--- src/rtl/bus_grant_arbiter_pkg.sv ---
// Shared types and default sizing for the round-robin bus grant arbiter.
package bus_grant_arbiter_pkg;

    localparam int unsigned NUM_REQ_DEF  = 16;
    localparam int unsigned SEL_W_DEF    = 4;
    localparam int unsigned MAX_HOLD_DEF = 8;
    localparam int unsigned IDLE_SEL_DEF = 0;

    typedef enum logic [1:0] {
        ST_IDLE = 2'd0,
        ST_OWN  = 2'd1,
        ST_TURN = 2'd2
    } state_e;

endpackage

--- src/rtl/bus_grant_arbiter_rr_pick.sv ---
// Combinational rotate-priority finder: first set req bit after ptr, wrapping modulo NUM_REQ.
module bus_grant_arbiter_rr_pick
    import bus_grant_arbiter_pkg::*;
#(
    parameter int unsigned NUM_REQ = NUM_REQ_DEF,
    parameter int unsigned SEL_W   = SEL_W_DEF
) (
    input  logic [NUM_REQ-1:0] req,
    input  logic [SEL_W-1:0]   ptr,
    output logic [SEL_W-1:0]   winner_c,
    output logic               found_c
);

    logic [SEL_W-1:0] idx;

    // Walk from the farthest offset down so the nearest requester after ptr wins.
    always_comb begin
        winner_c = '0;
        found_c  = 1'b0;
        idx      = '0;
        for (int i = int'(NUM_REQ); i > 0; i--) begin
            idx = SEL_W'((int'(ptr) + i) % int'(NUM_REQ));
            if (req[idx]) begin
                winner_c = idx;
                found_c  = 1'b1;
            end
        end
    end

endmodule

--- src/rtl/bus_grant_arbiter.sv ---
// Round-robin owner sequencer for the shared bus: grant, mux select, turnaround and hold timeout.
module bus_grant_arbiter
    import bus_grant_arbiter_pkg::*;
#(
    parameter int unsigned NUM_REQ  = NUM_REQ_DEF,
    parameter int unsigned SEL_W    = SEL_W_DEF,
    parameter int unsigned MAX_HOLD = MAX_HOLD_DEF,
    parameter int unsigned IDLE_SEL = IDLE_SEL_DEF
) (
    input  logic               clk,
    input  logic               rst_n,
    input  logic [NUM_REQ-1:0] req,
    input  logic               freeze,
    output logic [NUM_REQ-1:0] grant,
    output logic [SEL_W-1:0]   sel,
    output logic               bus_busy,
    output logic               preempt
);

    localparam int unsigned    CNT_W    = (MAX_HOLD > 1) ? $clog2(MAX_HOLD) : 1;
    localparam logic [CNT_W-1:0] CNT_LAST = CNT_W'(MAX_HOLD - 1);

    state_e             state_q,   state_d;
    logic [SEL_W-1:0]   owner_q,   owner_d;
    logic [SEL_W-1:0]   ptr_q,     ptr_d;
    logic [CNT_W-1:0]   cnt_q,     cnt_d;
    logic [NUM_REQ-1:0] grant_q,   grant_d;
    logic [SEL_W-1:0]   sel_q,     sel_d;
    logic               busy_q,    busy_d;
    logic               preempt_q, preempt_d;

    logic [SEL_W-1:0]   win_c;
    logic               found_c;
    logic               others_c;
    logic               arb_c;

    bus_grant_arbiter_rr_pick #(
        .NUM_REQ (NUM_REQ),
        .SEL_W   (SEL_W)
    ) u_rr_pick (
        .req      (req),
        .ptr      (ptr_q),
        .winner_c (win_c),
        .found_c  (found_c)
    );

    assign others_c = |(req & ~(NUM_REQ'(1) << owner_q));

    always_comb begin
        state_d   = state_q;
        owner_d   = owner_q;
        ptr_d     = ptr_q;
        cnt_d     = cnt_q;
        preempt_d = 1'b0;
        arb_c     = 1'b0;

        case (state_q)
            ST_OWN: begin
                // Release wins over timeout when both happen in the same cycle.
                if (!req[owner_q]) begin
                    state_d = ST_TURN;
                    ptr_d   = owner_q;
                end else if (others_c && (cnt_q == CNT_LAST)) begin
                    state_d   = ST_TURN;
                    ptr_d     = owner_q;
                    preempt_d = 1'b1;
                end else if (others_c) begin
                    if (cnt_q != CNT_LAST) begin
                        cnt_d = cnt_q + CNT_W'(1);
                    end
                end else begin
                    cnt_d = '0;
                end
            end
            ST_TURN: arb_c = 1'b1;
            default: arb_c = 1'b1;
        endcase

        if (arb_c) begin
            if (!freeze && found_c) begin
                state_d = ST_OWN;
                owner_d = win_c;
                cnt_d   = '0;
            end else begin
                state_d = ST_IDLE;
            end
        end

        busy_d  = (state_d == ST_OWN);
        grant_d = busy_d ? (NUM_REQ'(1) << owner_d) : '0;
        sel_d   = busy_d ? owner_d : SEL_W'(IDLE_SEL);
    end

    always_ff @(posedge clk) begin
        if (!rst_n) begin
            state_q   <= ST_IDLE;
            owner_q   <= '0;
            ptr_q     <= SEL_W'(NUM_REQ - 1);
            cnt_q     <= '0;
            grant_q   <= '0;
            sel_q     <= SEL_W'(IDLE_SEL);
            busy_q    <= 1'b0;
            preempt_q <= 1'b0;
        end else begin
            state_q   <= state_d;
            owner_q   <= owner_d;
            ptr_q     <= ptr_d;
            cnt_q     <= cnt_d;
            grant_q   <= grant_d;
            sel_q     <= sel_d;
            busy_q    <= busy_d;
            preempt_q <= preempt_d;
        end
    end

    assign grant    = grant_q;
    assign sel      = sel_q;
    assign bus_busy = busy_q;
    assign preempt  = preempt_q;

endmodule

--- config.mk ---
export PLATFORM = sky130hd
export DESIGN_NAME = bus_grant_arbiter
export DESIGN_NICKNAME = d
export VERILOG_FILES = /design/src/rtl/bus_grant_arbiter_pkg.sv /design/src/rtl/bus_grant_arbiter_rr_pick.sv /design/src/rtl/bus_grant_arbiter.sv
export SDC_FILE = /design/constraint.sdc
export NUM_CORES = 1
export LEC_CHECK = 0
export CORE_MARGIN = 5
export CORE_UTILIZATION = 45
export DETAILED_ROUTE_END_ITERATION = 7
export PLACE_DENSITY = 0.65
export SYNTH_ARGS = -nofsm -noshare
export SYNTH_HDL_FRONTEND = slang
export SYNTH_SLANG_ARGS = --single-unit
--- constraint.sdc ---
create_clock -name clk -period 6.7 [get_ports clk]
set_input_delay 1.005 -clock clk [delete_from_list [all_inputs] [get_ports clk]]
set_output_delay 1.005 -clock clk [all_outputs]
set_load 0.005 [all_outputs]
# Word level (Yosys, flattened, before mapping)

Index checks and enable logic that the tools add are counted.

Bits in registers: 35
Output and inout bits: 22
Logic and storage cells: 140

$add $sub $neg: 17
$lt $le $gt $ge: 17
Equality and inequality tests: 5
Shift-type cells: 2
Multiplexer cells: 82
Bitwise logic cells: 2
Reduce and logical (&&, ||, !) cells: 7

Operators by type and width:

| kind                                                        | number |
|---|---|
| less-than comparator 4 x 5 -> 1 bit (second input constant) | 17 |
| 2-to-1 mux 4 bit                                            | 20 |
| binary-select mux 1 bit (select 4 bit)                      | 17 |
| 2-to-1 mux 1 bit                                            | 35 |
| adder 4 bit (second input constant)                         | 8 |
| << shifter 1 x 4 -> 16 bit (first input constant)           | 2 |
| 2-to-1 mux 3 bit                                            | 7 |
| adder 4 x 3 -> 4 bit (second input constant)                | 4 |
| bitwise AND 16 bit                                          | 1 |
| inverter 16 bit                                             | 1 |
| OR reduction 16 bit                                         | 1 |
| adder 4 x 1 -> 4 bit (second input constant)                | 2 |
| adder 4 x 2 -> 4 bit (second input constant)                | 2 |
| 2-to-1 mux 2 bit                                            | 3 |
| equality test 2 x 1 -> 1 bit (second input constant)        | 2 |
| AND reduction 2 bit                                         | 2 |
| adder 3 x 1 -> 3 bit (second input constant)                | 1 |
| equality test 3 bit (second input constant)                 | 1 |
| inequality test 3 bit (second input constant)               | 1 |
| AND reduction 3 bit                                         | 1 |
| logical AND 1 bit                                           | 2 |
| inequality test 2 x 1 -> 1 bit (second input constant)      | 1 |
| zero test 1 bit                                             | 1 |

# Depth between registers and ports, before layout

Gate-level depths: netlist of the first run.

Word-level depth: 24
Mapped depth: 17

# Cells and area by module

A second synthesis of the first run with hierarchy kept.

Cells, all modules: 419
Area, all modules: 3663.5 µm²

By module, submodules not included:

| module                    | times used | cells each | area each (µm²) | seq. area each (µm²) |
|---|---|---|---|---|
| bus_grant_arbiter_rr_pick | 1          | 241        | 1986.9          | 0.0 |
| bus_grant_arbiter         | 1          | 178        | 1676.6          | 700.7 |

# Worst setup path before layout of the first run

No wires, ideal clock.

Path kind: reg-to-reg
Start: register ptr_q[1]
End: register grant_q[11] (netlist: grant[11])
Setup time: 0.148 ns
Data arrival time: 3.993 ns
Setup slack: 2.559 ns
Stages on the path, launching flop included: 16
Period minus slack after synthesis: 4.141 ns
Path through: dfxtp_1 buf_6 buf_6 clkbuf_1 inv_1 ha_1 buf_4 mux2i_1 mux4_2 mux2_2 and2b_1 nand4_2 nor3_1 a211o_1 o31ai_2 nor4_1

Word-level cells in the longest chain between the ends: 24
Elaborated cells between the ends (all ways): 88
Those cells by class: 16 x add/sub; 1 x eq/ne; 1 x shift; 68 x mux; 2 x reduce/logical

RTL lines:

| element                                | line                            | source |
|---|---|---|
| start, declared                        | bus_grant_arbiter.sv:25         | `logic [SEL_W-1:0] ptr_q, ptr_d;` |
| start signal, assigned                 | bus_grant_arbiter.sv:98         | `ptr_q <= SEL_W'(NUM_REQ - 1);` |
| start signal, assigned                 | bus_grant_arbiter.sv:107        | `ptr_q <= ptr_d;` |
| adder 4 x 1 -> 4 bit                   | bus_grant_arbiter_rr_pick.sv:22 | `idx = SEL_W'((int'(ptr) + i) % int'(NUM_REQ));` |
| binary-select mux 1 bit (select 4 bit) | bus_grant_arbiter_rr_pick.sv:23 | `if (req[idx]) begin` |
| 2-to-1 mux 1 bit (implied by the code) | bus_grant_arbiter_rr_pick.sv:23 |  |
| 2-to-1 mux 1 bit (16 in a row)         | bus_grant_arbiter_rr_pick.sv:23 |  |
| logical AND 1 bit                      | bus_grant_arbiter.sv:80         | `if (!freeze && found_c) begin` |
| 2-to-1 mux 1 bit                       | bus_grant_arbiter.sv:80         |  |
| 2-to-1 mux 2 bit                       | bus_grant_arbiter.sv:79         | `if (arb_c) begin` |
| equality test 2 x 1 -> 1 bit           | bus_grant_arbiter.sv:89         | `busy_d = (state_d == ST_OWN);` |
| AND reduction 2 bit (no line)          | --                              |  |
| end signal, assigned                   | bus_grant_arbiter.sv:109        | `grant_q <= grant_d;` |
| end, declared                          | bus_grant_arbiter.sv:27         | `logic [NUM_REQ-1:0] grant_q, grant_d;` |

Parallel ways exist; a longest one is shown, timed or not. The select of a mux whose other input is x is not followed.
A chain may end at the register's enable or synchronous reset.

# Worst setup path in the final report of the first run

Start: register ptr_q[0]
End: register grant_q[5] (netlist: grant[5])

The elaborated chain is that of the path after synthesis.

==> flow_metrics.tcl, run 1 <==
set metrics [dict create \
    status "complete, no violations" \
    drc 0 \
    peakVddDrop_mv 0.319 \
    max-cap-violations 0 \
    viasPerCell 6.68 \
    dieArea_mm2 0.0112 \
    overflow 0 \
    grt_first_pass_wirelength_mm 20.7 \
    power-per-cell-area_mw_per_mm2 503 \
    drtPass1Iterations 7 \
    ff2ff_setup_slack_ps 1180 \
    stdcell_count 584 \
    rows 35 \
    synth_most_common_cell "mux2i_1" \
    dp_cells 576 \
    min_from "cnt_q[2]" \
    dp_hpwl_mm 9.53 \
    synth_cells 460 \
    tightest_slew_ps 1150 \
    path_clk_slew_ps 70 \
    clock_skew_ps 8.28 \
    wl_per_cell_um 22.0 \
    cts_buffer_depth 2 \
    fmax_mhz 181 \
    criticalPathCategory "flop to flop" \
    io_buffer_count 40 \
    leakagePower_nw 1.70 \
    grt_start_max_net_pins 39 \
    antenna_found_initial 0 \
    postCtsSetupBuffers 0 \
    area_delta_synth_final_pct 11.8 \
    cts_root_buf "clkbuf_8" \
    n_antenna_cell 0 \
    startpoint_type "flop" \
    initial_core_util_pct 45.5 \
    synth_top_area_share_pct 18.0 \
    final_nets 499 \
    cp.required_ps 6840 \
    setup_viol 0 \
    hold_path.class "flop to flop" \
    synthTopCellsByArea "mux4_2 (18%), dfxtp_1 (17%), mux2i_1 (10%)" \
    htreeDepth 2 \
    period_minus_slack_ps 5520 \
    syn-num-nets 487 \
    cp-end-kind "flop" \
    finalWirelength_mm 12.8 \
    tritoncts "yes" \
    r2r_end "grant[5]" \
    synth_cell_type_count 70 \
    cts_resized 0 \
    period_share_pct 82.5 \
    r2r-start "ptr_q[0]" \
    synthArstFlopShare_pct 0 \
    cts_buffers 5 \
    holdBufCountCts 0 \
    vias 3904 \
    rr_worst_depth 11 \
    arrival_ps 5670 \
    final_layout_size_suffix_gt1_share_pct 15.6 \
    boundaryPins 41 \
    nFillCells 844 \
    core_mm2 0.00906 \
    synth_flop_cell "dfxtp_1" \
    crit_path_max_fanout 38 \
    synth_seq_area_share_pct 17.0 \
    rsz0062_at_grt "false" \
    hold_depth 2 \
    syn_area_per_cell_um2 8.97 \
    ys_seq_elements 35 \
    ant_nets 0 \
    insertion_delay_ps 290 \
    hold_violations 0 \
    drtIter0Drc 312 \
    clock_sinks 35 \
    fp.dieH_um 106 \
    synth_area_mm2 0.00412 \
    final.setup.tns_ps 0 \
    maxSlewHeadroom_pct 23.5 \
    min_to "cnt_q[2]" \
    yosys-top-cells-count "mux2i_1 (43), dfxtp_1 (35), nor2_1 (35)" \
    grt_usage_pct 23.2 \
    yosysWarnings 0 \
    finalMaxSlewViolations 0 \
    first_global_vias 3783 \
    die_w_um 106 \
    finalPower_mw 2.32 \
    synth_top_area_cell "mux4_2" \
    gp_congestion 0.945 \
    synth_edf_count 0 \
]
==> layout make-up <==
cell class                 instances  area (um2)  share of cell area (%)
sequential                        35         702                    15.2
timing repair buffer              43         423                    9.17
inverter                          18        67.6                    1.47
multi-input combinational        369        3150                    68.3
clock buffer                       6        72.6                    1.57
tap                              111         139                    3.01
clock inverter                     2        60.1                    1.30
==> power by group <==
part	switching, mW	internal [mW]	total, mW	leakage (nW)
logic	1.06	0.724	1.79	1.35
clock network	0.0726	0.149	0.221	0.0654
registers	0.0704	0.244	0.315	0.284
total	1.21	1.12	2.32	1.70
==> state kept, by name, summed over array words and instances (netlist names) <==
name      flops
cnt_q         3
state_q       2
ptr_q         4
bus_busy      1
preempt       1
grant        16
sel           4
owner_q       4
==> worst max-delay path, cell delays in order, from the launching register on <==
cell and delay, ps:
dfxtp_2 940, inv_2 250, ha_1 1140, mux4_2 430, mux2i_1 490, mux2i_1 320, nor2b_1 240, nand3_2 150
o31ai_2 530, a211oi_1 130, a22oi_1 630, nor4_1 100
==> logic make-up after synthesis <==
group,Yosys count,synth area share [%]
compound gates,119,20.5
xor+xnor,12,3.09
fa+ha+maj,8,2.43
buf+inv,56,6.67
flops,35,17.0
mux,88,32.2
simple gates,142,18.1
==> stage by stage <==
stage / hold WS, ps / util (%) / setup WS [ps] / instance area (um2)
3_5_place_dp: 568 / 49.4 / 1310 / 4480
4_1_cts: 587 / 50.9 / 1300 / 4610
6_report: 587 / 50.9 / 1180 / 4610
2_1_floorplan: 533 / - / 2560 / 4120
3_3_place_gp: 562 / 49.4 / 1460 / 4480
5_1_grt: 627 / 50.9 / 733 / 4610
==> how the worst max path moves through the flow <==
stage / from / to / slack, ps
after detailed placement: ptr_q[0] / grant[14] / 1310
after CTS: ptr_q[0] / grant[14] / 1300
after global routing: ptr_q[0] / grant[14] / 730
after floorplan: ptr_q[1] / grant[11] / 2560
after global placement: ptr_q[0] / grant[5] / 1460
final: ptr_q[0] / grant[5] / 1180
==> layout by cell type, fill, tap and decap left out, types with 4 or more instances in the layout <==
cell              n
mux2i_1          43
nand3_1           8
nor2_1           35
nor2b_1          11
a22oi_1           5
o2111ai_1         4
xor2_1            4
o31a_1            4
nand2b_1          6
and3_1            4
a21oi_1          22
nand2_1          29
a21o_1            5
inv_1            16
mux4_2           33
clkbuf_8          5
mux2_2            9
o21a_1            4
o211ai_1          4
nor4_2            4
o31ai_1           6
clkdlybuf4s50_1  40
nor3_1            8
o21ai_0          16
o22ai_1           7
a22o_1            6
dfxtp_1          34
and2_1            6
ha_1              8
xnor2_1           5
nor4_1           17
a31oi_1           5
==> layer usage <==
metal,vias up,wire (um),track usage [%]
met1,1908,5490,31.5
met2,173,6120,37.8
met5,-,0,0
li1,1804,-,-
met3,19,1020,4.35
met4,0,219,6.48
Power figures use the tool's default switching activity.
==> run 2: changes to the inputs <==
--- a/config.mk
+++ b/config.mk
@@ -8,7 +8,7 @@
 export CORE_MARGIN = 5
 export CORE_UTILIZATION = 45
 export DETAILED_ROUTE_END_ITERATION = 7
-export PLACE_DENSITY = 0.65
+export PLACE_DENSITY = 0.68
 export SYNTH_ARGS = -nofsm -noshare
 export SYNTH_HDL_FRONTEND = slang
 export SYNTH_SLANG_ARGS = --single-unit
==> constraint.sdc (replaced) <==
create_clock -name clk -period 4.9 [get_ports clk]
set_input_delay 0.735 -clock clk [delete_from_list [all_inputs] [get_ports clk]]
set_output_delay 0.735 -clock clk [all_outputs]
set_load 0.005 [all_outputs]
==> flow_metrics.tcl, run 2 (synthesized netlist as in run 1, its figures left out) <==
set metrics [dict create \
    status "complete, no violations" \
    drc 0 \
    core_mm2 0.00906 \
    grt_start_max_net_pins 38 \
    n_antenna_cell 0 \
    final-seq-area_um2 702 \
    path_clk_slew_ps 70 \
    power-per-cell-area_mw_per_mm2 672 \
    internal_power_mw 1.47 \
    period_minus_slack_ps 4440 \
    place_area_mm2 0.00453 \
    criticalPathCategory "input port to flop" \
    viasPerCell 6.65 \
    dieArea_mm2 0.0112 \
    clock_sinks 35 \
    wl_per_cell_um 20.8 \
    max-cap-violations 0 \
    rows 35 \
    grt_usage_pct 22.1 \
    peakVddDrop_mv 0.266 \
    cp.required_ps 5080 \
    p_sw_mw 1.63 \
    insertion_delay_ps 280 \
    clock_skew_ps 5.44 \
    cts_buffers 5 \
    boundaryPins 41 \
    final_layout_size_suffix_gt1_share_pct 16.9 \
    cts_resized 0 \
    drtIter0Drc 272 \
    dp_hpwl_mm 9.40 \
    seqPwrFrac_pct 13.1 \
    combPwrFrac_pct 80.5 \
    period_share_pct 90.5 \
    area_delta_synth_final_pct 12.0 \
    drtPass1Iterations 5 \
    finalMaxSlewViolations 0 \
    antenna_found_initial 0 \
    fmax_mhz 225 \
    startpoint_type "input port" \
    cp-end-kind "flop" \
    setup_viol 0 \
    final.setup.tns_ps 0 \
    cts_buffer_depth 2 \
    nFillCells 865 \
    ff2ff_setup_slack_ps 500 \
    initial_core_util_pct 45.5 \
    die_w_um 106 \
    ant_nets 0 \
    fin_util_pct 50.9 \
    multi_input_area_mm2 0.00315 \
    leakagePower_nw 1.71 \
    hold_path.class "flop to flop" \
    gp_congestion 0.976 \
    cts_root_buf "clkbuf_8" \
    io_buffer_count 40 \
    finalWirelength_mm 12.3 \
    arrival_ps 4620 \
    fp.dieH_um 106 \
    rsz0062_at_grt "false" \
    overflow 0 \
    tightest_slew_ps 979 \
    crit_path_max_fanout 12 \
    tritoncts "yes" \
    vias 3930 \
    fin_area_mm2 0.00462 \
    maxSlewHeadroom_pct 34.8 \
    htreeDepth 2 \
    final_cell_mix "mux2i_1 (43), clkdlybuf4s50_1 (40), nor2_1 (35), dfxtp_1 (34), mux4_2 (33)" \
    hold_violations 0 \
    final_common_cell "mux2i_1" \
    clkPwrFrac_pct 6.4 \
    power.share.switching_pct 52.7 \
    holdBufCountCts 0 \
    final_nets 506 \
    postCtsSetupBuffers 0 \
    largest_reg_flops 16 \
    grt_first_pass_wirelength_mm 20.3 \
    first_global_vias 3835 \
]
-- run 2: cell count changes in the layout (fill, tap and decap cells not counted), sizes merged --
cell | before | now
buf | 3 | 10
bufinv | 2 | 0
clkinv | 1 | 2
clkinvlp | 0 | 1
-- run 2: layout make-up --
type / instances / share of cell area [%]
inverters: 18 / 1.46
clock buffers: 6 / 1.57
clock inverters: 2 / 0.271
multi-input cells: 369 / 68.2
flip-flops and latches: 35 / 15.2
well taps: 111 / 3.01
repair buffers: 50 / 10.3
-- run 2: path summary, 6_finish.rpt --
kind / startpoint / endpoint / depth (start not counted)
worst max-delay path: req[11] / grant[6] / 10
worst min-delay path: cnt_q[2] / cnt_q[2] / 2
worst max register to register: ptr_q[1] / grant[6] / 11
worst min register to register: cnt_q[2] / cnt_q[2] / 2
-- run 2: layer usage --
layer	up-vias	wire [um]	global-route usage, %
li1	1815	-	-
met1	1938	5410	30.3
met2	154	5930	36.2
met3	23	739	2.94
met4	0	244	6.57
met5	-	0	0
-- run 2: per-stage QoR --
step	cells	hold WS (ps)	power (mW)	worst slack (ps)
2_1_floorplan	460	533	2.30	759
3_3_place_gp	583	566	2.84	242
3_5_place_dp	583	587	2.85	276
4_1_cts	591	604	3.06	550
5_1_grt	591	624	3.32	132
6_report	591	594	3.10	463
-- run 2: power by group through the flow --
stage	sequential (mW)	clock [mW]	combinational [mW]
floorplan	0.361	0	1.94
global route	0.414	0.213	2.70
detailed placement	0.410	0	2.44
CTS	0.404	0.204	2.46
global placement	0.408	0	2.43
finish	0.405	0.200	2.50
-- run 2: critical path: stages --
cell and delay (ps):
clkdlybuf4s50_1 660, mux4_2 560, mux2_4 330, a222oi_1 880, o21ai_0 200, a31oi_1 200
nor2_1 50, o31ai_1 440, a21oi_2 230, nor4_1 330
